===== src/rtl/spi_bus_bridge.sv =====
// SPI mode-0 slave front end: oversamples sclk/cs_n/mosi in the clk domain, deserialises
// MOSI into words for the array controller and serialises one buffered result word onto MISO.
module spi_bus_bridge #(
   parameter int WORD_SIZE   = 16,
   parameter int VALID_HOLD  = 4,
   parameter int SYNC_STAGES = 2
) (
   input  logic                 clk,
   input  logic                 reset_n,
   input  logic                 sclk,
   input  logic                 cs_n,
   input  logic                 mosi,
   output logic                 miso,
   output logic                 spi_2_bus_valid,
   output logic [WORD_SIZE-1:0] spi_2_bus_data,
   input  logic                 bus_2_spi_valid,
   input  logic [WORD_SIZE-1:0] bus_2_spi_data,
   output logic                 bus_2_spi_ready,
   output logic                 rx_overrun,
   output logic                 tx_overrun
);

   localparam int BW = $clog2(WORD_SIZE);
   localparam int HW = $clog2(VALID_HOLD);

   logic [SYNC_STAGES-1:0] sclk_sync_q, cs_sync_q, mosi_sync_q;
   logic                   sclk_prev_q, cs_prev_q, bvld_q;
   logic [BW-1:0]          bit_cnt_q, bit_cnt_d;
   logic [WORD_SIZE-1:0]   rx_shift_q, rx_shift_d;
   logic [WORD_SIZE-1:0]   tx_shift_q, tx_shift_d;
   logic [WORD_SIZE-1:0]   tx_buf_q, tx_buf_d;
   logic                   tx_buf_full_q, tx_buf_full_d;
   logic                   ready_q, ready_d;
   logic                   valid_q, valid_d;
   logic [WORD_SIZE-1:0]   data_q, data_d;
   logic [HW-1:0]          hold_q, hold_d;
   logic                   rx_ovr_q, rx_ovr_d;
   logic                   tx_ovr_q, tx_ovr_d;

   logic s_sclk, s_cs, s_mosi;
   logic sclk_rise, sclk_fall, cs_act, cs_fall, bvld_rise, load;

   assign s_sclk    = sclk_sync_q[SYNC_STAGES-1];
   assign s_cs      = cs_sync_q[SYNC_STAGES-1];
   assign s_mosi    = mosi_sync_q[SYNC_STAGES-1];
   assign sclk_rise = s_sclk & ~sclk_prev_q;
   assign sclk_fall = ~s_sclk & sclk_prev_q;
   assign cs_act    = ~s_cs;
   assign cs_fall   = cs_act & cs_prev_q;
   assign bvld_rise = bus_2_spi_valid & ~bvld_q;

   always_comb begin
      bit_cnt_d     = bit_cnt_q;
      rx_shift_d    = rx_shift_q;
      tx_shift_d    = tx_shift_q;
      tx_buf_d      = tx_buf_q;
      tx_buf_full_d = tx_buf_full_q;
      valid_d       = valid_q;
      data_d        = data_q;
      hold_d        = hold_q;
      rx_ovr_d      = rx_ovr_q;
      tx_ovr_d      = tx_ovr_q;
      ready_d       = ~tx_buf_full_q;
      load          = 1'b0;

      if (valid_q) begin
         if (hold_q == '0) valid_d = 1'b0;
         else              hold_d  = hold_q - 1'b1;
      end

      if (!cs_act) begin
         // deselected: drop any partial word so the next frame starts on a word boundary
         bit_cnt_d  = '0;
         rx_shift_d = '0;
      end else begin
         if (cs_fall) load = 1'b1;
         if (sclk_rise) begin
            rx_shift_d = {rx_shift_q[WORD_SIZE-2:0], s_mosi};
            if (bit_cnt_q == BW'(WORD_SIZE - 1)) begin
               bit_cnt_d = '0;
               data_d    = {rx_shift_q[WORD_SIZE-2:0], s_mosi};
               valid_d   = 1'b1;
               hold_d    = HW'(VALID_HOLD - 1);
               if (valid_q) rx_ovr_d = 1'b1;
            end else begin
               bit_cnt_d = bit_cnt_q + 1'b1;
            end
         end
         if (sclk_fall) begin
            if (bit_cnt_q != '0) tx_shift_d = tx_shift_q << 1;
            else                 load       = 1'b1;
         end
      end

      if (load) begin
         tx_shift_d    = tx_buf_full_q ? tx_buf_q : '0;
         tx_buf_full_d = 1'b0;
      end

      // a reload in this cycle has already emptied the buffer, so the new word is kept
      if (bvld_rise) begin
         if (!tx_buf_full_q || load) begin
            tx_buf_d      = bus_2_spi_data;
            tx_buf_full_d = 1'b1;
         end else begin
            tx_ovr_d = 1'b1;
         end
      end
   end

   always_ff @(posedge clk or negedge reset_n) begin
      if (!reset_n) begin
         sclk_sync_q   <= '0;
         cs_sync_q     <= '1;
         mosi_sync_q   <= '0;
         sclk_prev_q   <= 1'b0;
         cs_prev_q     <= 1'b1;
         bvld_q        <= 1'b0;
         bit_cnt_q     <= '0;
         rx_shift_q    <= '0;
         tx_shift_q    <= '0;
         tx_buf_q      <= '0;
         tx_buf_full_q <= 1'b0;
         ready_q       <= 1'b0;
         valid_q       <= 1'b0;
         data_q        <= '0;
         hold_q        <= '0;
         rx_ovr_q      <= 1'b0;
         tx_ovr_q      <= 1'b0;
      end else begin
         sclk_sync_q   <= {sclk_sync_q[SYNC_STAGES-2:0], sclk};
         cs_sync_q     <= {cs_sync_q[SYNC_STAGES-2:0], cs_n};
         mosi_sync_q   <= {mosi_sync_q[SYNC_STAGES-2:0], mosi};
         sclk_prev_q   <= s_sclk;
         cs_prev_q     <= s_cs;
         bvld_q        <= bus_2_spi_valid;
         bit_cnt_q     <= bit_cnt_d;
         rx_shift_q    <= rx_shift_d;
         tx_shift_q    <= tx_shift_d;
         tx_buf_q      <= tx_buf_d;
         tx_buf_full_q <= tx_buf_full_d;
         ready_q       <= ready_d;
         valid_q       <= valid_d;
         data_q        <= data_d;
         hold_q        <= hold_d;
         rx_ovr_q      <= rx_ovr_d;
         tx_ovr_q      <= tx_ovr_d;
      end
   end

   assign miso            = cs_act & tx_shift_q[WORD_SIZE-1];
   assign spi_2_bus_valid = valid_q;
   assign spi_2_bus_data  = data_q;
   assign bus_2_spi_ready = ready_q;
   assign rx_overrun      = rx_ovr_q;
   assign tx_overrun      = tx_ovr_q;

endmodule

===== config.mk =====
export PLATFORM = sky130hd
export DESIGN_NAME = spi_bus_bridge
export DESIGN_NICKNAME = d
export VERILOG_FILES = /design/src/rtl/spi_bus_bridge.sv
export SDC_FILE = /design/constraint.sdc
export NUM_CORES = 1
export LEC_CHECK = 0
export ABC_AREA = 1
export CAP_MARGIN = 20
export CORE_MARGIN = 2
export CORE_UTILIZATION = 27
export CTS_CLUSTER_SIZE = 24
export DETAILED_ROUTE_END_ITERATION = 6
export PLACE_DENSITY = 0.49
export SLEW_MARGIN = 0
export SYNTH_ARGS = -nofsm -noshare
export SYNTH_HDL_FRONTEND = slang
export SYNTH_SLANG_ARGS = --single-unit

===== constraint.sdc =====
create_clock -name clk -period 1.4 [get_ports clk]
set_input_delay 0.28 -clock clk [delete_from_list [all_inputs] [get_ports clk]]
set_output_delay 0.28 -clock clk [all_outputs]
set_load 0.03 [all_outputs]

## After elaboration in Yosys (flattened, before gate mapping)

Cells that the tools add are included.

- Output and inout bits: 21
- Memories kept: 0
- Latch bits: 0
- Flip-flop bits (word level): 83
- Memory bits (read-only): 0
- RAM bits: 0
- Input bits: 22
- Word-level logic and storage cells: 71

- Shift-type cells: 0
- Reductions and logical operators: 12
- Multiply operators: 0
- Muxes and demuxes: 27
- Equality and inequality tests: 2
- $add $sub $neg: 2
- Divide/modulo/power cells: 0
- Bitwise operators: 11
- Order comparisons: 0

Operators with widths:

| operator | count |
|---|---|
| $mux 16 | 5 |
| $mux 15 | 2 |
| $mux 1 | 12 |
| $mux 4 | 3 |
| $mux 2 | 5 |
| $not 1->1 | 6 |
| $reduce_and 3->1 | 2 |
| $reduce_bool 2->1 | 3 |
| $and 1x1->1 | 5 |
| $add 4x1->4 const B | 1 |
| $eq 4x4->1 const B | 1 |
| $reduce_and 2->1 | 2 |
| $reduce_and 4->1 | 1 |
| $reduce_bool 4->1 | 1 |
| $logic_not 2->1 | 1 |
| $ne 2x1->1 const B | 1 |
| $sub 2x1->2 const B | 1 |
| $logic_not 1->1 | 1 |
| $logic_or 1x1->1 | 1 |

## Depth between registers and ports, before layout

- Depth in word-level cells: 9
- Mapped depth: 10
- Mapped depth without buffers: 9

## Least setup slack after synthesis

Ideal clock, no wire load.

- Path type: register to register
- Start: register bit_cnt_q[0]
- End: register tx_buf_q[10]
- Setup slack: -30 ps
- Path buffers: 1
- Cell stages (with the launch flop): 11
- Required time: 1,283 ps
- Clock period less this slack: 1,430 ps
- Arrival: 1,313 ps
- Cell sequence: dfrtp_1 > inv_1 > ha_1 > nand2_1 > nand2_1 > nand2_4 > nand2_8 > nand2_4 > buf_6 > nand2_1 > nand2_1

- Longest elaborated chain between the ends: 6

Ends and longest elaborated chain:

| element | RTL line | source |
|---|---|---|
| start, declared | 28 | `logic [BW-1:0] bit_cnt_q, bit_cnt_d;` |
| start signal, assigned | 137 | `bit_cnt_q <= bit_cnt_d;` |
| $reduce_bool 4->1 | 90 | `if (bit_cnt_q != '0) tx_shift_d = tx_shift_q << 1;` |
| $mux 1 | 90 |  |
| $mux 1 | 89 | `if (sclk_fall) begin` |
| $mux 1 | 71 | `if (!cs_act) begin` |
| $logic_or 1x1->1 | 102 | `if (!tx_buf_full_q \|\| load) begin` |
| $reduce_and 2->1 (no source line) | n/a |  |
| end signal, assigned | 140 | `tx_buf_q <= tx_buf_d;` |
| end, declared | 31 | `logic [WORD_SIZE-1:0] tx_buf_q, tx_buf_d;` |

Every way passes these cells.
A chain may end at the register's enable or synchronous reset.

## Final worst setup path

- Start: register cs_sync_q[1]
- End: register tx_buf_q[15]

- Longest elaborated chain between the ends: 8

Ends and longest elaborated chain:

| element | RTL line | source |
|---|---|---|
| start, declared | 26 | `logic [SYNC_STAGES-1:0] sclk_sync_q, cs_sync_q, mosi_sync_q;` |
| start signal, assigned | 132 | `cs_sync_q <= {cs_sync_q[SYNC_STAGES-2:0], cs_n};` |
| $not 1->1 (no source line) | n/a |  |
| $and 1x1->1 | 49 | `assign cs_fall = cs_act & cs_prev_q;` |
| $mux 1 | 76 | `if (cs_fall) load = 1'b1;` |
| $mux 1 | 90 |  |
| $mux 1 | 89 |  |
| $mux 1 (*) | 71 |  |
| $logic_or 1x1->1 (*) | 102 |  |
| $reduce_and 2->1 (no source line) (*) | n/a |  |

Every way passes the cells marked *; elsewhere a longest branch is shown, timed or not.

==> results.toml <==
[critical_path]
crit_path_end_kind = "register"
path_buf_inv = 2
cp.required_ns = 1.62
crit_slowest_cell = "dfstp_2"
start_kind = "register"
path_class = "register to register"
crit_path_max_fanout = 7
cp.arrival_ns = 1.60
cp_top_family = "flip-flops"
cp_cell_sequence = "buf_6 -> a21oi_4 -> nand2_4 -> nand2_8 -> buf_12 -> nand3_2 -> nand2_1"
crit_path_max_incr_delay_ns = 0.56

[timing]
hold_violations = 0
rsz0062_at_grt = "true"
fin_hold_ws_ns = 0.3475
fin_skew_ns = 0.004493
max_slew_margin_pct = 72.11
setup_violations = 0
final_max_slew_viol_count = 0
fin_crit_ns = 1.373
period_share_pct = 98.09
clock.fmax_mhz = 728.2
worst_pin_slew_ns = 0.4184

[cts]
clk_pin_slew_worst_paths_ns = 0.06
clock_latency_ns = 0.33
clk_path_buf_depth = 2
ctsHtreeMaxLevel = 3
cts.sinks = 83
cts_tree = "done"
numCtsBuffers = 9
root_buffer = "clkbuf_16"

[global_route]
grt_pass1_wl_um = 12030
grt_use_met1_pct = 13.04
antenna_found_initial = 0
grtUsageMet2_pct = 17.81
top_usage_layer = "met2"
grt_pass1_vias = 2643
grt_max_degree = 31
grt_overflow = 0
use_met3_pct = 3.101
grt_usage_pct = 10.63

[die]
design.portCount = 43
initial_core_util_pct = 27.69
fp.dieArea_sq_um = 13870
die_w_um = 117.8
core_region_area_sq_um = 12620
die_h_um = 117.8
rows = 41

[final_layout]
mostFrequentLayoutCell = "nand2_1"
nNetsFinal = 480
drive_gt1_share_pct = 26.25
post-route-util_pct = 38.60
n_antenna_cell = 0
layout_common_cells = "nand2_1, dfrtp_1, inv_1"
syn2layout_area_growth_pct = 39.38

[drt]
routed_wl_um = 7133
vias_per_cell = 4.182
drc_errors = 0
ant_nets = 0
drt_iter0_markers = 125
dr_total_vias = 2647
wire_per_inst_um = 11.27
firstDrtPassIters = 4

[flow_run]
max-cap-violations = 0

[placed_design]
place.gp.congestion = 0.7551
port_buffers = 42
dp_hpwl_um = 4736

[logic_synthesis]
ys_seq_area_share_pct = 59.54
ys_seq_elements = 83
synthesis.nets = 400
syn_area_sq_um = 3495
ys_types = 28
ys_warn_count = 0
synth_cells = 376
synth.avg_cell_area_sq_um = 9.294

[power_and_ir_drop]
netSwitchingPower_w = 0.001487
leakagePower_nw = 2.391
power_frac_comb_pct = 13.8
power_frac_clock_pct = 38.5
peakVddDrop_mv = 0.7796
seqPwrFrac_pct = 47.7
powerDensity_nw_per_um2 = 1180
p_int_w = 0.004261
power.share.switching_pct = 25.88

[run_status]
status = "finished, final reports clean"

[min_path]
holdCritPathClass = "register to register"
## power by group through the flow
stage / logic (W) / clock network [W] / registers, W
after global placement: 0.000634 / 0 / 0.00277
after global routing: 0.000909 / 0.00238 / 0.00277
final: 0.000796 / 0.00221 / 0.00274
after CTS: 0.000704 / 0.00228 / 0.00273
after detailed placement: 0.000647 / 0 / 0.00276
after floorplan: 0.000380 / 0 / 0.00274
## state kept, by name, summed over array words and instances, names as in the netlist
signal           flops
bus_2_spi_ready      1
sclk_sync_q          2
sclk_prev_q          1
hold_q               2
rx_overrun           1
tx_overrun           1
cs_sync_q            2
bit_cnt_q            4
tx_buf_q            16
spi_2_bus_data      16
rx_shift_q          15
bvld_q               1
cs_prev_q            1
mosi_sync_q          2
spi_2_bus_valid      1
tx_buf_full_q        1
tx_shift_q          16
## area by class of cell
class	count	area [sq um]
clock buffers	12	256.5
clock inverters	4	25.02
fillers	1334	7749
inverters	45	168.9
multi-input cells	235	1339
flip-flops and latches	83	2081
well taps	172	215.2
repair buffers	82	785.8
## stage by stage
stage	setup WS (ns)	cells	instance area [sq um]	power, W	setup TNS (ns)
global placement	-0.1646	601	4260	0.003401	-0.6213
floorplan	0.008730	376	3497	0.003121	0
detailed placement	-0.1493	601	4260	0.003412	-1.283
CTS	-0.1514	626	4621	0.005716	-0.1827
finish	0.02676	633	4871	0.005748	0
global route	-0.05817	633	4871	0.006056	-1.345
## cell usage after synthesis (all sizes together)
cell | number | share of area (%)
nand2 | 109 | 13
dfrtp | 80 | 57
o21ai | 58 | 9.4
inv | 45 | 4.8
nand3 | 31 | 4.4
nor2 | 23 | 3.2
buf | 11 | 2.5
clkbuf | 4 | 0.47
a21oi | 3 | 0.75
a22oi | 3 | 0.64
dfstp | 3 | 2.3
ha | 2 | 0.72
nand4 | 1 | 0.18
o211ai | 1 | 0.21
o21bai | 1 | 0.32
xor2 | 1 | 0.25
## timing repair
| action | 4_1_cts | 5_1_grt |
|---|---|---|
| gates resized for setup | 41 | 70 |
| setup endpoints to repair | 47 | 72 |
| buffers inserted | 6 | 6 |
| hold buffers | 1 | 0 |
| cloned | 2 | 2 |
| hold endpoints to repair | 23 | 0 |
| pin swaps | 3 | 11 |
## metal layers
| layer | wire, um | share of wire [%] | vias to the layer above |
|---|---|---|---|
| li1 | - | - | 1353 |
| met5 | 0 | 0 | - |
| met1 | 3248 | 46 | 1225 |
| met3 | 315 | 4.4 | 14 |
| met4 | 127 | 1.8 | 0 |
| met2 | 3441 | 48 | 55 |
## cell families after synthesis
group | after synthesis | synth area share [%]
AOI/OAI and AO/OA | 66 | 11.31
buffers and inverters | 60 | 7.769
adders and majority gates | 2 | 0.7160
xor gates and xnor gates | 1 | 0.2507
DFF | 83 | 59.54
and+or+nand+nor | 164 | 20.41
## path summary, 6_finish.rpt
path / start / to / slack, ns / cells past startpoint
max: cs_sync_q[1]$_DFF_PN1_ / tx_buf_q[15]$_DFFE_PN0P_ / 0.03 / 7
min: sclk_sync_q[0]$_DFF_PN0_ / sclk_sync_q[1]$_DFF_PN0_ / 0.35 / 0
max reg2reg: cs_sync_q[1]$_DFF_PN1_ / tx_buf_q[15]$_DFFE_PN0P_ / 0.03 / 7
min reg2reg: sclk_sync_q[0]$_DFF_PN0_ / sclk_sync_q[1]$_DFF_PN0_ / 0.35 / 0
max in group asynchronous: reset_n / tx_buf_q[6]$_DFFE_PN0P_ / 0.46 / 3
min in group asynchronous: reset_n / spi_2_bus_data[7]$_DFFE_PN0P_ / 0.43 / 2
No activity file was read; power rests on OpenSTA's default activity.
